==> src/rtl/icache_refill_ctrl_pkg.sv <==
// Shared types and constants for the instruction-cache refill path.
// Holds address-field positions, line geometry, the refill FSM states and the tree-PLRU touch helper.
package icache_pkg;
  localparam int TAG_W          = 25;
  localparam int WAYS           = 8;
  localparam int WORDS_PER_LINE = 16;
  localparam int LINE_W         = 512;
  localparam int OFFSET_W       = 6;
  localparam int INDEX_LSB      = 6;

  typedef enum logic [2:0] {
    IDLE   = 3'd0,
    REQ    = 3'd1,
    FILL   = 3'd2,
    WRITE  = 3'd3,
    SETTLE = 3'd4
  } state_t;

  // Tree bits point at the colder half: after a touch every bit on the path points away from the way.
  function automatic logic [6:0] plruTouch(input logic [6:0] tree, input logic [2:0] way);
    logic [6:0] t;
    logic [2:0] leaf;
    t    = tree;
    t[0] = ~way[2];
    if (way[2]) t[2] = ~way[1];
    else        t[1] = ~way[1];
    leaf    = 3'd3 + {1'b0, way[2:1]};
    t[leaf] = ~way[0];
    return t;
  endfunction
endpackage

==> src/rtl/icache_refill_ctrl_if.sv <==
// Line-fill memory bus between the refill controller (master) and the memory side (slave).
// memReq/memGnt: the request and memAddr hold until the cycle memGnt is seen with memReq; memValid qualifies memData each beat.
interface icache_refill_ctrl_if;
  logic        memReq;
  logic [31:0] memAddr;
  logic        memGnt;
  logic        memValid;
  logic [31:0] memData;

  modport master (output memReq, memAddr, input  memGnt, memValid, memData);
  modport slave  (input  memReq, memAddr, output memGnt, memValid, memData);
endinterface

==> src/rtl/icache_victim_sel.sv <==
// Per-set victim selection: lowest unfilled way first, then a replacement policy.
// ICACHE_PLRU_EN selects 7-bit tree PLRU (hits and fills update it); otherwise a 3-bit round-robin pointer.
module icache_victim_sel #(
  parameter int NUM_SETS = 2,
  parameter int SET_W    = 1
) (
  input  logic             clk,
  input  logic             reset,
  input  logic [SET_W-1:0] setIdx,
  input  logic             hitEn,
  input  logic [2:0]       hitWay,
  input  logic             writeEn,
  output logic [7:0]       victim
);
  import icache_pkg::*;

  logic [7:0] filled [NUM_SETS];
  logic [7:0] freeMask;
  logic [2:0] freeWay;
  logic [2:0] policyWay;
  logic [2:0] victimWay;
  logic       allFilled;

  always_comb begin
    freeMask = ~filled[setIdx];
    freeWay  = '0;
    for (int i = 7; i >= 0; i--) begin
      if (freeMask[i]) freeWay = 3'(i);
    end
    allFilled = (freeMask == '0);
    victimWay = allFilled ? policyWay : freeWay;
    victim    = 8'b1 << victimWay;
  end

  always_ff @(posedge clk or posedge reset) begin
    if (reset) begin
      for (int s = 0; s < NUM_SETS; s++) filled[s] <= '0;
    end else if (writeEn) begin
      filled[setIdx] <= filled[setIdx] | victim;
    end
  end

`ifdef ICACHE_PLRU_EN
  logic [6:0] tree [NUM_SETS];
  logic [6:0] cur;
  logic [2:0] leafIdx;

  always_comb begin
    cur          = tree[setIdx];
    policyWay    = '0;
    policyWay[2] = cur[0];
    policyWay[1] = cur[0] ? cur[2] : cur[1];
    leafIdx      = 3'd3 + {1'b0, policyWay[2:1]};
    policyWay[0] = cur[leafIdx];
  end

  // Hits only occur in IDLE and fills only in WRITE, so the two updates never collide.
  always_ff @(posedge clk or posedge reset) begin
    if (reset) begin
      for (int s = 0; s < NUM_SETS; s++) tree[s] <= '0;
    end else if (writeEn) begin
      tree[setIdx] <= plruTouch(cur, victimWay);
    end else if (hitEn) begin
      tree[setIdx] <= plruTouch(cur, hitWay);
    end
  end
`else
  logic [2:0] rrPtr [NUM_SETS];
  logic       unusedHit;

  assign unusedHit = hitEn ^ (^hitWay);

  always_comb policyWay = rrPtr[setIdx];

  always_ff @(posedge clk or posedge reset) begin
    if (reset) begin
      for (int s = 0; s < NUM_SETS; s++) rrPtr[s] <= '0;
    end else if (writeEn && allFilled) begin
      rrPtr[setIdx] <= rrPtr[setIdx] + 3'd1;
    end
  end
`endif
endmodule

==> src/rtl/icache_refill_ctrl.sv <==
// Miss detection and 16-beat line refill for the 8-way instruction cache.
// Outputs are decodes of the registered state; dbgState exposes the FSM.
module icache_refill_ctrl #(
  parameter int NUM_SETS = 2,
  parameter int WAYS     = 8,
  parameter int TAG_W    = 25
) (
  input  logic                       clk,
  input  logic                       reset,
  input  logic                       cpuReq,
  input  logic [31:0]                cpuAddr,
  output logic                       cpuReady,
  input  logic                       cacheHit,
  input  logic [2:0]                 hitWay,
  output logic [NUM_SETS-1:0]        setSel,
  output logic [TAG_W-1:0]           cpuTag,
  output logic [5:0]                 cpuOffset,
  output logic [icache_pkg::LINE_W-1:0] line0,
  output logic [TAG_W-1:0]           tag0,
  output logic                       v0,
  output logic [WAYS-1:0]            lineSelect,
  output logic                       memWrite,
  icache_refill_ctrl_if.master       memBus,
  output logic [2:0]                 dbgState
);
  import icache_pkg::*;

  localparam int SET_W = (NUM_SETS > 1) ? $clog2(NUM_SETS) : 1;

  state_t             state, nextState;
  logic [TAG_W-1:0]   tagQ;
  logic [SET_W-1:0]   idxQ, setIdx;
  logic [3:0]         beatCnt;
  logic [LINE_W-1:0]  lineBuf;
  logic [7:0]         victim;
  logic [31:0]        reqAddr;
  logic               missDetect, hitEn;

  assign setIdx     = (state == IDLE) ? cpuAddr[INDEX_LSB +: SET_W] : idxQ;
  assign missDetect = (state == IDLE) && cpuReq && !cacheHit;
  assign hitEn      = (state == IDLE) && cpuReq && cacheHit;

  always_comb begin
    nextState = state;
    case (state)
      IDLE:   if (missDetect) nextState = REQ;
      REQ:    if (memBus.memGnt) nextState = FILL;
      FILL:   if (memBus.memValid && beatCnt == 4'(WORDS_PER_LINE - 1)) nextState = WRITE;
      WRITE:  nextState = SETTLE;
      SETTLE: nextState = IDLE;
      default: nextState = IDLE;
    endcase
  end

  always_ff @(posedge clk or posedge reset) begin
    if (reset) state <= IDLE;
    else       state <= nextState;
  end

  always_ff @(posedge clk or posedge reset) begin
    if (reset) begin
      tagQ    <= '0;
      idxQ    <= '0;
      beatCnt <= '0;
      lineBuf <= '0;
    end else begin
      if (missDetect) begin
        tagQ <= cpuAddr[31 -: TAG_W];
        idxQ <= cpuAddr[INDEX_LSB +: SET_W];
      end
      if (state == REQ && memBus.memGnt) beatCnt <= '0;
      if (state == FILL && memBus.memValid) begin
        lineBuf[32*beatCnt +: 32] <= memBus.memData;
        beatCnt                   <= beatCnt + 4'd1;
      end
    end
  end

  icache_victim_sel #(.NUM_SETS(NUM_SETS), .SET_W(SET_W)) uVictim (
    .clk     (clk),
    .reset   (reset),
    .setIdx  (setIdx),
    .hitEn   (hitEn),
    .hitWay  (hitWay),
    .writeEn (state == WRITE),
    .victim  (victim)
  );

  always_comb begin
    setSel         = '0;
    setSel[setIdx] = 1'b1;
    reqAddr                     = '0;
    reqAddr[31 -: TAG_W]        = tagQ;
    reqAddr[INDEX_LSB +: SET_W] = idxQ;
  end

  assign cpuReady       = hitEn;
  assign cpuTag         = (state == IDLE) ? cpuAddr[31 -: TAG_W] : tagQ;
  assign cpuOffset      = cpuAddr[OFFSET_W-1:0];
  assign line0          = lineBuf;
  assign memWrite       = (state == WRITE);
  assign v0             = (state == WRITE);
  assign tag0           = (state == WRITE) ? tagQ : '0;
  assign lineSelect     = (state == WRITE) ? victim : '0;
  assign memBus.memReq  = (state == REQ);
  assign memBus.memAddr = (state == REQ) ? reqAddr : '0;
  assign dbgState       = state;
endmodule

==> src/flat_wrapper.sv <==
// flat-port wrapper written by rule: the top's interface ports become plain ports
module icache_refill_ctrl_flat import icache_pkg::*;
#(
  parameter int NUM_SETS = 2,
  parameter int WAYS     = 8,
  parameter int TAG_W    = 25
)
  (clk, reset, cpuReq, cpuAddr, cpuReady, cacheHit, hitWay, setSel, cpuTag, cpuOffset, line0, tag0, v0, lineSelect, memWrite, dbgState, memBus_memReq, memBus_memAddr, memBus_memGnt, memBus_memValid, memBus_memData);
  icache_refill_ctrl_if memBus_i ();
  input  logic clk;
  input  logic reset;
  input  logic cpuReq;
  input  logic [31:0] cpuAddr;
  output logic cpuReady;
  input  logic cacheHit;
  input  logic [2:0] hitWay;
  output logic [NUM_SETS-1:0] setSel;
  output logic [TAG_W-1:0] cpuTag;
  output logic [5:0] cpuOffset;
  output logic [icache_pkg::LINE_W-1:0] line0;
  output logic [TAG_W-1:0] tag0;
  output logic v0;
  output logic [WAYS-1:0] lineSelect;
  output logic memWrite;
  output logic [2:0] dbgState;
  output wire logic [$bits(memBus_i.memReq)-1:0] memBus_memReq;
  output wire logic [$bits(memBus_i.memAddr)-1:0] memBus_memAddr;
  input wire logic [$bits(memBus_i.memGnt)-1:0] memBus_memGnt;
  input wire logic [$bits(memBus_i.memValid)-1:0] memBus_memValid;
  input wire logic [$bits(memBus_i.memData)-1:0] memBus_memData;
  assign memBus_memReq = memBus_i.memReq;
  assign memBus_memAddr = memBus_i.memAddr;
  assign memBus_i.memGnt = memBus_memGnt;
  assign memBus_i.memValid = memBus_memValid;
  assign memBus_i.memData = memBus_memData;
  icache_refill_ctrl #(.NUM_SETS(NUM_SETS), .WAYS(WAYS), .TAG_W(TAG_W)) u_core (.clk(clk), .reset(reset), .cpuReq(cpuReq), .cpuAddr(cpuAddr), .cpuReady(cpuReady), .cacheHit(cacheHit), .hitWay(hitWay), .setSel(setSel), .cpuTag(cpuTag), .cpuOffset(cpuOffset), .line0(line0), .tag0(tag0), .v0(v0), .lineSelect(lineSelect), .memWrite(memWrite), .memBus(memBus_i), .dbgState(dbgState));
endmodule
==> config.mk <==
export PLATFORM = sky130hd
export DESIGN_NAME = icache_refill_ctrl_flat
export DESIGN_NICKNAME = d
export VERILOG_FILES = /design/src/rtl/icache_refill_ctrl_pkg.sv /design/src/rtl/icache_refill_ctrl_if.sv /design/src/rtl/icache_victim_sel.sv /design/src/rtl/icache_refill_ctrl.sv /design/src/flat_wrapper.sv
export SDC_FILE = /design/constraint.sdc
export NUM_CORES = 1
export LEC_CHECK = 0
export CAP_MARGIN = 10
export CORE_AREA = 2 2 271 273
export DETAILED_ROUTE_END_ITERATION = 8
export DIE_AREA = 0 0 273 275
export PLACE_DENSITY = 0.63
export SKIP_CTS_REPAIR_TIMING = 1
export SYNTH_ARGS = -nofsm -noshare
export SYNTH_HDL_FRONTEND = slang
export SYNTH_SLANG_ARGS = --single-unit
==> constraint.sdc <==
create_clock -name clk -period 20.5 [get_ports clk]
set_input_delay 4.1 -clock clk [delete_from_list [all_inputs] [get_ports clk]]
set_output_delay 4.1 -clock clk [all_outputs]
set_load 0.02 [all_outputs]
# Word level (Yosys, flattened, before mapping)
# Index checks and enable logic that the tools add are counted.
# totals
reg_bits	567
out_inout_bits	617
# op_classes
n_addsub	3
order_cmp	4
eq_ne	7
shifts	3
mux	35
n_bitwise	3
reduce_logical	14
# op_table
cell	count
512-bit bitwise mux	1
32-bit by 34-bit variable shift with 512-bit output (first input constant)	1
32-bit by 34-bit indexed part select with 512-bit output	1
25-bit two-way mux	2
3-bit two-way mux	16
8-bit two-way mux	5
9-bit negation with 34-bit output	1
32-bit two-way mux	1
16-bit bitwise mux	1
3-bit case mux with 4 select lines	1
1-bit logical AND	9
8-bit demux with 1-bit select	1
8-bit logical NOT	1
4-bit two-way mux	2
8-bit NOT	1
8-bit OR	1
1-bit by 3-bit left shift with 8-bit output (first input constant)	1
6-bit bitwise mux	1
3-bit by 2-bit equality test with 1-bit output (second input constant)	2
2-bit by 1-bit != test with 1-bit output (second input constant)	3
4-bit by 1-bit adder with 4-bit output (second input constant)	1
4-bit equality test (second input constant)	1
3-bit by 1-bit adder with 3-bit output (second input constant)	1
3-bit demux with 1-bit select	1
12 further kinds	13

# Longest topological paths before layout
# Gate-level depths: netlist (run 1).
# logic_depth
depth_word	19
ltp_mapped	10
ltp_nobuf	8

# Cells and area by module
# A second synthesis (run 1) with hierarchy kept.
# unflattened
hier_cells	1569
area_unflattened_um2	22908.2
# modules_own_cells
module	n_inst	cells_per_inst	area_per_inst_um2
icache_refill_ctrl	1	1458	21720.8
icache_victim_sel	1	111	1187.4

# Worst setup path after synthesis (run 1)
# No wires, ideal clock.
# synth_timing
path_kind	input port to output port
start	input cpuAddr[6]
end	output lineSelect[0]
arrival_time_ns	5.949
required_ns	16.400
path_slack_ns	10.451
path_stages	8
n_path_buf	2
cell_sequence	or4b_4 nand2_4 inv_2 buf_6 a311oi_2 o221ai_2 buf_6 nor3_1
# synth_via
elab_chain_cells	17
elab_cells_between_ends	21
classes_between	1 x shift; 17 x mux; 2 x bitwise; 1 x reduce/logical
# synth_rtl
item	line	source
from (decl)	flat_wrapper.sv:13	input logic [31:0] cpuAddr;
1-bit two-way mux *	icache_refill_ctrl.sv:39	assign setIdx = (state == IDLE) ? cpuAddr[INDEX_LSB +: SET_W] : idxQ;
1-bit NOT with 2-bit output (not written as such) *	icache_victim_sel.sv:25, icache_victim_sel.sv:73	
8-bit two-way mux (not written as such) (3 in series)	icache_victim_sel.sv:25	freeMask = ~filled[setIdx];
8-bit NOT	icache_victim_sel.sv:25	
3-bit two-way mux (8 in series)	icache_victim_sel.sv:28	if (freeMask[i]) freeWay = 3'(i);
3-bit two-way mux *	icache_victim_sel.sv:31	victimWay = allFilled ? policyWay : freeWay;
1-bit by 3-bit left shift with 8-bit output *	icache_victim_sel.sv:32	victim = 8'b1 << victimWay;
8-bit two-way mux *	icache_refill_ctrl.sv:104	assign lineSelect = (state == WRITE) ? victim : '0;
to (decl)	flat_wrapper.sv:23	output logic [WAYS-1:0] lineSelect;
# Mark *: on every way between the ends. The rest lies on a longest branch, timed or not. The select of a mux whose other input is x is not followed.

# Worst setup path in the final report (run 1)
# layout_timing
start	input cpuAddr[6]
end	output lineSelect[2]
# The elaborated chain is that of the path after synthesis.

==> impl_metrics.py, run 1 <==
metrics = {
    "run_status": {
        "run_status": "finished, final reports clean",
    },
    "clock_network": {
        "cts_inserted_buffers": 60,
        "clock-root-buffer": "sky130_fd_sc_hd__clkbuf_16",
        "depth_of_the_cts_h_tree": 2,
        "tritoncts": "built",
        "cts-root-to-sink-buffers": 3,
        "clock_sinks": 567,
        "worst_skew_pair_later_pin_latency_ns": 0.62,
        "worst_setup_hold_path_clk_slew_ns": 0.06,
    },
    "timing": {
        "timing.final.max_slew_violations": 0,
        "peak_clock_frequency_supported_by_timing_mhz": 88.7,
        "setup_repair_after_global_routing_missed_its_margin": "false",
        "fin_worst_skew_ns": 0.0236,
        "count_of_endpoints_failing_hold_in_the_final_timing_report": 0,
        "timing.final.setup_violations": 0,
        "finalCritPeriodShare_pct": 55.0,
        "max_slew.worst_pin.slew_ns": 1.18,
        "final_min_period_ns": 11.28,
        "totalNegativeSetupSlack_ns": 0,
        "worst_slew_margin_rel_pct": 20.9,
        "final_critical_path_setup_slack_ns": 9.22,
    },
    "synthesis": {
        "yosysSeqAreaShare_pct": 61.8,
        "ys_top_cells_by_area": "sky130_fd_sc_hd__dfrtp_1 62%, sky130_fd_sc_hd__nand2_1 12%, sky130_fd_sc_hd__o21ai_0 10%, sky130_fd_sc_hd__clkbuf_1 2.9%, sky130_fd_sc_hd__mux2_2 2.6%",
        "synth_commonest_cells": "754 x sky130_fd_sc_hd__nand2_1, 567 x sky130_fd_sc_hd__dfrtp_1, 481 x sky130_fd_sc_hd__o21ai_0",
        "avgSynthCellArea_um2": 9.71,
        "synthesis.instances": 2367,
        "synth-edff-count": 0,
        "number_of_register_bits_inferred_by_synthesis": 567,
        "synth_async_sr_flop_share_pct": 100,
        "synth_ff_type": "sky130_fd_sc_hd__dfrtp_1",
        "post-synth-top-area-fraction_pct": 61.8,
        "synthDominantAreaCellType": "sky130_fd_sc_hd__dfrtp_1",
        "synth.distinct_cells": 57,
        "netlist_area_before_placement_um2": 23000,
        "yosysMostFrequentCell": "sky130_fd_sc_hd__nand2_1",
        "yosysWarnings": 0,
    },
    "pwr": {
        "power.leakage_nw": 13.6,
        "peakVddDrop_v": 0.0000867,
        "power_per_cell_area_nw_per_um2": 104,
        "report.power.total_mw": 3.38,
    },
    "global_route": {
        "grt_remaining_overflow": 0,
        "grt_first_pass_wirelength_um": 130000,
        "pin_count_of_the_biggest_net_entering_global_routing": 111,
        "first_global_vias": 18300,
        "grt.total_usage_pct": 23.6,
        "grt_antenna_before_repair": 3,
    },
    "floorplan": {
        "io_pins": 690,
        "dieWidth_um": 273,
        "rows": 99,
        "floorplan.die_area_um2": 75100,
        "core_um2": 72300,
        "dieHeight_um": 275,
        "initial_core_util_pct": 31.8,
    },
    "drt": {
        "drt-vias-per-instance": 4.89,
        "routedLengthMet1_um": 37200,
        "drt-pass1-iter-count": 5,
        "vias": 19300,
        "detail_route.wirelength_um": 90800,
        "post_drt_wl_per_cell_um": 23.0,
        "drc": 0,
        "route.antenna.remaining_nets": 0,
        "drt_first_iter_violations": 1484,
        "dr_wl_met2_um": 44600,
        "dr.max_layer_used": "met5",
        "dr_wl_met3_um": 6470,
    },
    "worst_setup_path": {
        "worstReg2RegEnd": "u_core.line0[370]$_DFFE_PP0P_",
        "crit_required_ns": 16.40,
        "worstPathArrival_ns": 7.18,
        "r2r_start": "u_core.beatCnt[0]$_DFFE_PP0P_",
        "start_kind": "input pin",
        "crit_type": "in -> out",
        "critical_path.max_fanout": 13,
        "regToRegSetupSlack_ns": 16.30,
        "cp-end-kind": "output pin",
        "reg2regPathDepth": 8,
    },
    "placed_design": {
        "gpl.final_weighted_congestion": 0.870,
        "pre_cts_slack_ns": 9.29,
        "io_buffer_count": 668,
        "detailedPlacementHpwl_um": 60200,
    },
    "layout": {
        "fin_nets": 3021,
        "layout-drive-gt1-share_pct": 8.42,
        "register_area_um2": 14200,
        "syn_to_final_growth_pct": 41.5,
        "multi_input_comb_area_um2": 7850,
        "fillCellCount": 6966,
    },
    "worst_hold_path": {
        "hp-class": "reg -> reg",
        "min-delay-start": "u_core.line0[353]$_DFFE_PP0P_",
        "worst_hold_depth": 2,
        "hold_path_endpoint": "u_core.line0[353]$_DFFE_PP0P_",
    },
    "job": {
        "drv_cap": 0,
    },
}
## stage by stage
step | utilization [%] | area [µm²] | instances | hold WS, ns
6_report | 44.9 | 32500 | 3954 | 0.475
5_1_grt | 44.9 | 32500 | 3952 | 0.489
4_1_cts | 44.9 | 32500 | 3952 | 0.474
3_5_place_dp | 42.1 | 30500 | 3841 | 0.459
3_3_place_gp | 42.1 | 30500 | 3841 | 0.454
2_1_floorplan | - | 23000 | 2372 | 0.446
## per-layer routing
metal  vias up  GRT usage, %
met5         -             0
met4         4          6.59
met3       127          5.47
met2       693          39.8
met1      9440          30.2
li1       9067             -
## sequential cells by signal (all words and copies together), names as in the netlist
signal	flops
u_core.beatCnt	4
u_core.dbgState	3
u_core.idxQ	1
u_core.line0	512
u_core.tagQ	25
u_core.uVictim.filled	16
u_core.uVictim.rrPtr	6
## area by class of cell
class                      count  share of cell area, %
timing repair buffer         720                   21.8
antenna                        2                 0.0154
multi-input combinational   1550                   24.1
clock buffer                  83                   5.25
inverter                      45                  0.543
clock inverter                28                  0.970
tap                          959                   3.69
sequential                   567                   43.6
## power breakdown
group          switching [mW]  leakage, nW  internal, mW  total, mW
combinational           0.632         4.95         0.346      0.978
sequential             0.0757         7.67          1.20       1.28
clock                   0.475        0.991         0.647       1.12
## layout by cell type (no fill, tap or decap), types with 3 or more instances in the layout
cell and instances:
sky130_fd_sc_hd__ha_1 4, sky130_fd_sc_hd__and2_1 54, sky130_fd_sc_hd__a211oi_1 4, sky130_fd_sc_hd__bufinv_16 5, sky130_fd_sc_hd__a31o_1 8, sky130_fd_sc_hd__mux2i_1 6
sky130_fd_sc_hd__nand2b_1 4, sky130_fd_sc_hd__inv_1 43, sky130_fd_sc_hd__and3_1 4, sky130_fd_sc_hd__dfrtp_1 566, sky130_fd_sc_hd__mux2_2 53, sky130_fd_sc_hd__a31o_2 6
sky130_fd_sc_hd__nand4_1 42, sky130_fd_sc_hd__nand2_2 8, sky130_fd_sc_hd__a21oi_1 4, sky130_fd_sc_hd__nand2_1 746, sky130_fd_sc_hd__clkdlybuf4s50_1 668, sky130_fd_sc_hd__a21o_1 4
sky130_fd_sc_hd__nor3_1 11, sky130_fd_sc_hd__clkinvlp_4 5, sky130_fd_sc_hd__buf_4 52, sky130_fd_sc_hd__nor2_2 4, sky130_fd_sc_hd__conb_1 6, sky130_fd_sc_hd__nor3b_2 3
sky130_fd_sc_hd__clkbuf_8 12, sky130_fd_sc_hd__clkbuf_16 60, sky130_fd_sc_hd__o41ai_1 37, sky130_fd_sc_hd__xnor2_1 4, sky130_fd_sc_hd__o211ai_1 4, sky130_fd_sc_hd__clkbuf_1 11
sky130_fd_sc_hd__clkinv_2 13, sky130_fd_sc_hd__o21ai_0 481, sky130_fd_sc_hd__nor4_1 3, sky130_fd_sc_hd__nand3_2 6, sky130_fd_sc_hd__nor2_1 6
## cells by family after synthesis
group | synth area share (%)
multiplexers | 2.92
AND/OR/NAND/NOR | 16.7
XOR/XNOR | 0.191
adder cells (fa/ha/maj) | 0.218
flip-flops | 61.8
AO/OA/AOI/OAI | 13.6
buffers and inverters | 4.64
other | 0.0163
## worst max-delay path by stage
stage	from	to	slack (ns)	cells past startpoint
after global routing	cpuAddr[6]	lineSelect[2]	9.05	8
after CTS	cpuAddr[6]	lineSelect[2]	9.27	8
after global placement	cpuAddr[6]	lineSelect[2]	9.31	8
after floorplan	reset	u_core.beatCnt[0]$_DFFE_PP0P_	0.54	1
final	cpuAddr[6]	lineSelect[2]	9.22	8
after detailed placement	cpuAddr[6]	lineSelect[2]	9.29	8
## worst max-delay path, cell delays in order
cell                              delay, ns
sky130_fd_sc_hd__clkdlybuf4s50_1       0.61
sky130_fd_sc_hd__or4b_4                0.55
sky130_fd_sc_hd__nand2_4               0.18
sky130_fd_sc_hd__inv_2                 0.15
sky130_fd_sc_hd__mux2i_1               0.33
sky130_fd_sc_hd__o221ai_2              0.33
sky130_fd_sc_hd__nor3_1                0.28
sky130_fd_sc_hd__clkdlybuf4s50_1       0.64
Note: power is estimated with default switching activity, not from simulation.
==> run 2: changes to the inputs <==
CORE_AREA = 2 2 268 270   (was 2 2 271 273)
DIE_AREA = 0 0 270 272   (was 0 0 273 275)
PLACE_DENSITY = 0.62   (was 0.63)
clock period = 11 ns   (was 20.5 ns; I/O delays follow)
==> impl_metrics.py, run 2 (synthesized netlist as in run 1, its figures left out) <==
metrics = {
    "run_status": {
        "run_status": "finished, final reports clean",
    },
    "layout": {
        "instances_no_fill": 3931,
        "syn_to_final_growth_pct": 41.3,
        "layout.cells.most_common": "sky130_fd_sc_hd__nand2_1",
        "layout.cell_area.non_filler_um2": 32500,
        "most_frequent_cells_in_the_layout": "746 x sky130_fd_sc_hd__nand2_1, 668 x sky130_fd_sc_hd__clkdlybuf4s50_1, 566 x sky130_fd_sc_hd__dfrtp_1",
        "fin_nets": 3012,
        "max_ffs_per_register": 512,
        "layout-drive-gt1-share_pct": 8.02,
        "fillCellCount": 6620,
    },
    "drt": {
        "route.antenna.remaining_nets": 0,
        "drt_first_iter_violations": 1628,
        "vias": 19800,
        "drt-pass1-iter-count": 6,
        "drc": 0,
        "drt-vias-per-instance": 5.03,
        "detail_route.wirelength_um": 93100,
        "post_drt_wl_per_cell_um": 23.7,
    },
    "worst_setup_path": {
        "start_kind": "input pin",
        "worstPathArrival_ns": 5.26,
        "cp-end-kind": "output pin",
        "slowest_stage": "sky130_fd_sc_hd__clkdlybuf4s50_1",
        "critical_path.most_common_cell": "sky130_fd_sc_hd__clkdlybuf4s50_1",
        "reg2regPathDepth": 6,
        "critical_path.max_fanout": 13,
        "crit_type": "in -> out",
        "crit_required_ns": 8.80,
        "crit_chain": "clkdlybuf4s50_1, or4b_4, nand2_4, inv_2, a311oi_2, o221ai_2, nor3_1, clkdlybuf4s50_1",
        "slowest_delay_ns": 0.65,
    },
    "timing": {
        "setup_repair_after_global_routing_missed_its_margin": "false",
        "fin_worst_skew_ns": 0.0221,
        "totalNegativeSetupSlack_ns": 0,
        "worst_slew_margin_rel_pct": 20.6,
        "max_slew.worst_pin.slew_ns": 1.19,
        "count_of_endpoints_failing_hold_in_the_final_timing_report": 0,
        "timing.final.max_slew_violations": 0,
        "finalCritPeriodShare_pct": 67.8,
        "peak_clock_frequency_supported_by_timing_mhz": 134,
        "timing.final.setup_violations": 0,
        "final_min_period_ns": 7.46,
        "finalHoldWorstSlack_ns": 0.475,
    },
    "floorplan": {
        "dieWidth_um": 270,
        "io_pins": 690,
        "floorplan.die_area_um2": 73400,
        "dieHeight_um": 272,
        "rows": 98,
        "initial_core_util_pct": 32.5,
        "core_um2": 70800,
    },
    "global_route": {
        "grt_antenna_before_repair": 1,
        "grt_remaining_overflow": 0,
        "grt_first_pass_wirelength_um": 133000,
        "pin_count_of_the_biggest_net_entering_global_routing": 166,
        "first_global_vias": 19400,
        "grt.total_usage_pct": 24.5,
    },
    "placed_design": {
        "detailedPlacementHpwl_um": 62100,
        "dp_cells": 3822,
        "io_buffer_count": 668,
        "gpl.final_weighted_congestion": 0.868,
        "placed_area_um2": 30400,
    },
    "pwr": {
        "power.leakage_nw": 13.6,
        "switching_power_mw": 2.21,
        "pwr-share-clk_pct": 33.0,
        "p_int_mw": 4.10,
        "seq_power_share_pct": 38.3,
        "combPwrFrac_pct": 28.6,
        "report.power.total_mw": 6.30,
        "power_per_cell_area_nw_per_um2": 194,
        "peakVddDrop_v": 0.000165,
        "p_sw_share_pct": 35.0,
    },
    "clock_network": {
        "worst_skew_pair_later_pin_latency_ns": 0.62,
        "cts-root-to-sink-buffers": 3,
        "worst_setup_hold_path_clk_slew_ns": 0.06,
        "clock-root-buffer": "sky130_fd_sc_hd__clkbuf_16",
        "cts_inserted_buffers": 59,
        "clock_sinks": 567,
        "tritoncts": "built",
        "depth_of_the_cts_h_tree": 2,
    },
    "job": {
        "drv_cap": 0,
    },
    "worst_hold_path": {
        "worst_hold_depth": 2,
        "hp-class": "reg -> reg",
    },
}
[run 2: layout make-up]
class / instances / area, µm² / area share [%]
sequential: 567 / 14200 / 43.7
multi-input combinational: 1550 / 7850 / 24.2
timing repair buffer: 712 / 7070 / 21.8
clock buffer: 86 / 1740 / 5.35
tap: 950 / 1190 / 3.66
clock inverter: 20 / 260 / 0.802
inverter: 45 / 173 / 0.532
antenna: 1 / 2.50 / 0.00771
[run 2: power groups by stage]
stage               clock, mW  combinational, mW  sequential (mW)
detailed placement          0               1.81             2.45
global route             2.21               1.92             2.44
finish                   2.08               1.81             2.42
global placement            0               1.79             2.44
CTS                      2.12               1.82             2.41
floorplan                   0              0.954             2.49
[run 2: final timing paths]
kind                            slack [ns]                             to                     startpoint
min in group asynchronous             2.08   u_core.line0[32]$_DFFE_PP0P_                          reset
worst max register to register        6.84  u_core.line0[254]$_DFFE_PP0P_  u_core.beatCnt[0]$_DFFE_PP0P_
worst min-delay path                  0.47  u_core.line0[245]$_DFFE_PP0P_  u_core.line0[245]$_DFFE_PP0P_
worst max-delay path                  3.54                  lineSelect[2]                     cpuAddr[6]
max in group asynchronous             6.67   u_core.line0[27]$_DFFE_PP0P_                          reset
worst min register to register        0.47  u_core.line0[245]$_DFFE_PP0P_  u_core.line0[245]$_DFFE_PP0P_
[run 2: metrics by stage]
step	util, %	setup slack [ns]
after floorplan	-	1.08
after global placement	43.0	3.49
after detailed placement	43.0	3.53
after CTS	45.8	3.53
after global routing	45.9	3.35
final	45.9	3.54
[run 2: layer usage]
| layer | share of wire (%) | track usage (%) | vias up |
|---|---|---|---|
| li1 | - | - | 9025 |
| met1 | 40 | 29.9 | 9753 |
| met2 | 49 | 41.6 | 837 |
| met3 | 7.7 | 6.24 | 152 |
| met4 | 4.1 | 9.49 | 0 |
| met5 | 0 | 0 | - |
[run 2: worst max-delay path: cells and delay by family]
| family | cells | cell delay, ns |
|---|---|---|
| AND/OR/NAND/NOR | 3 | 0.99 |
| buffers and inverters | 3 | 1.39 |
| AO/OA/AOI/OAI | 2 | 0.67 |
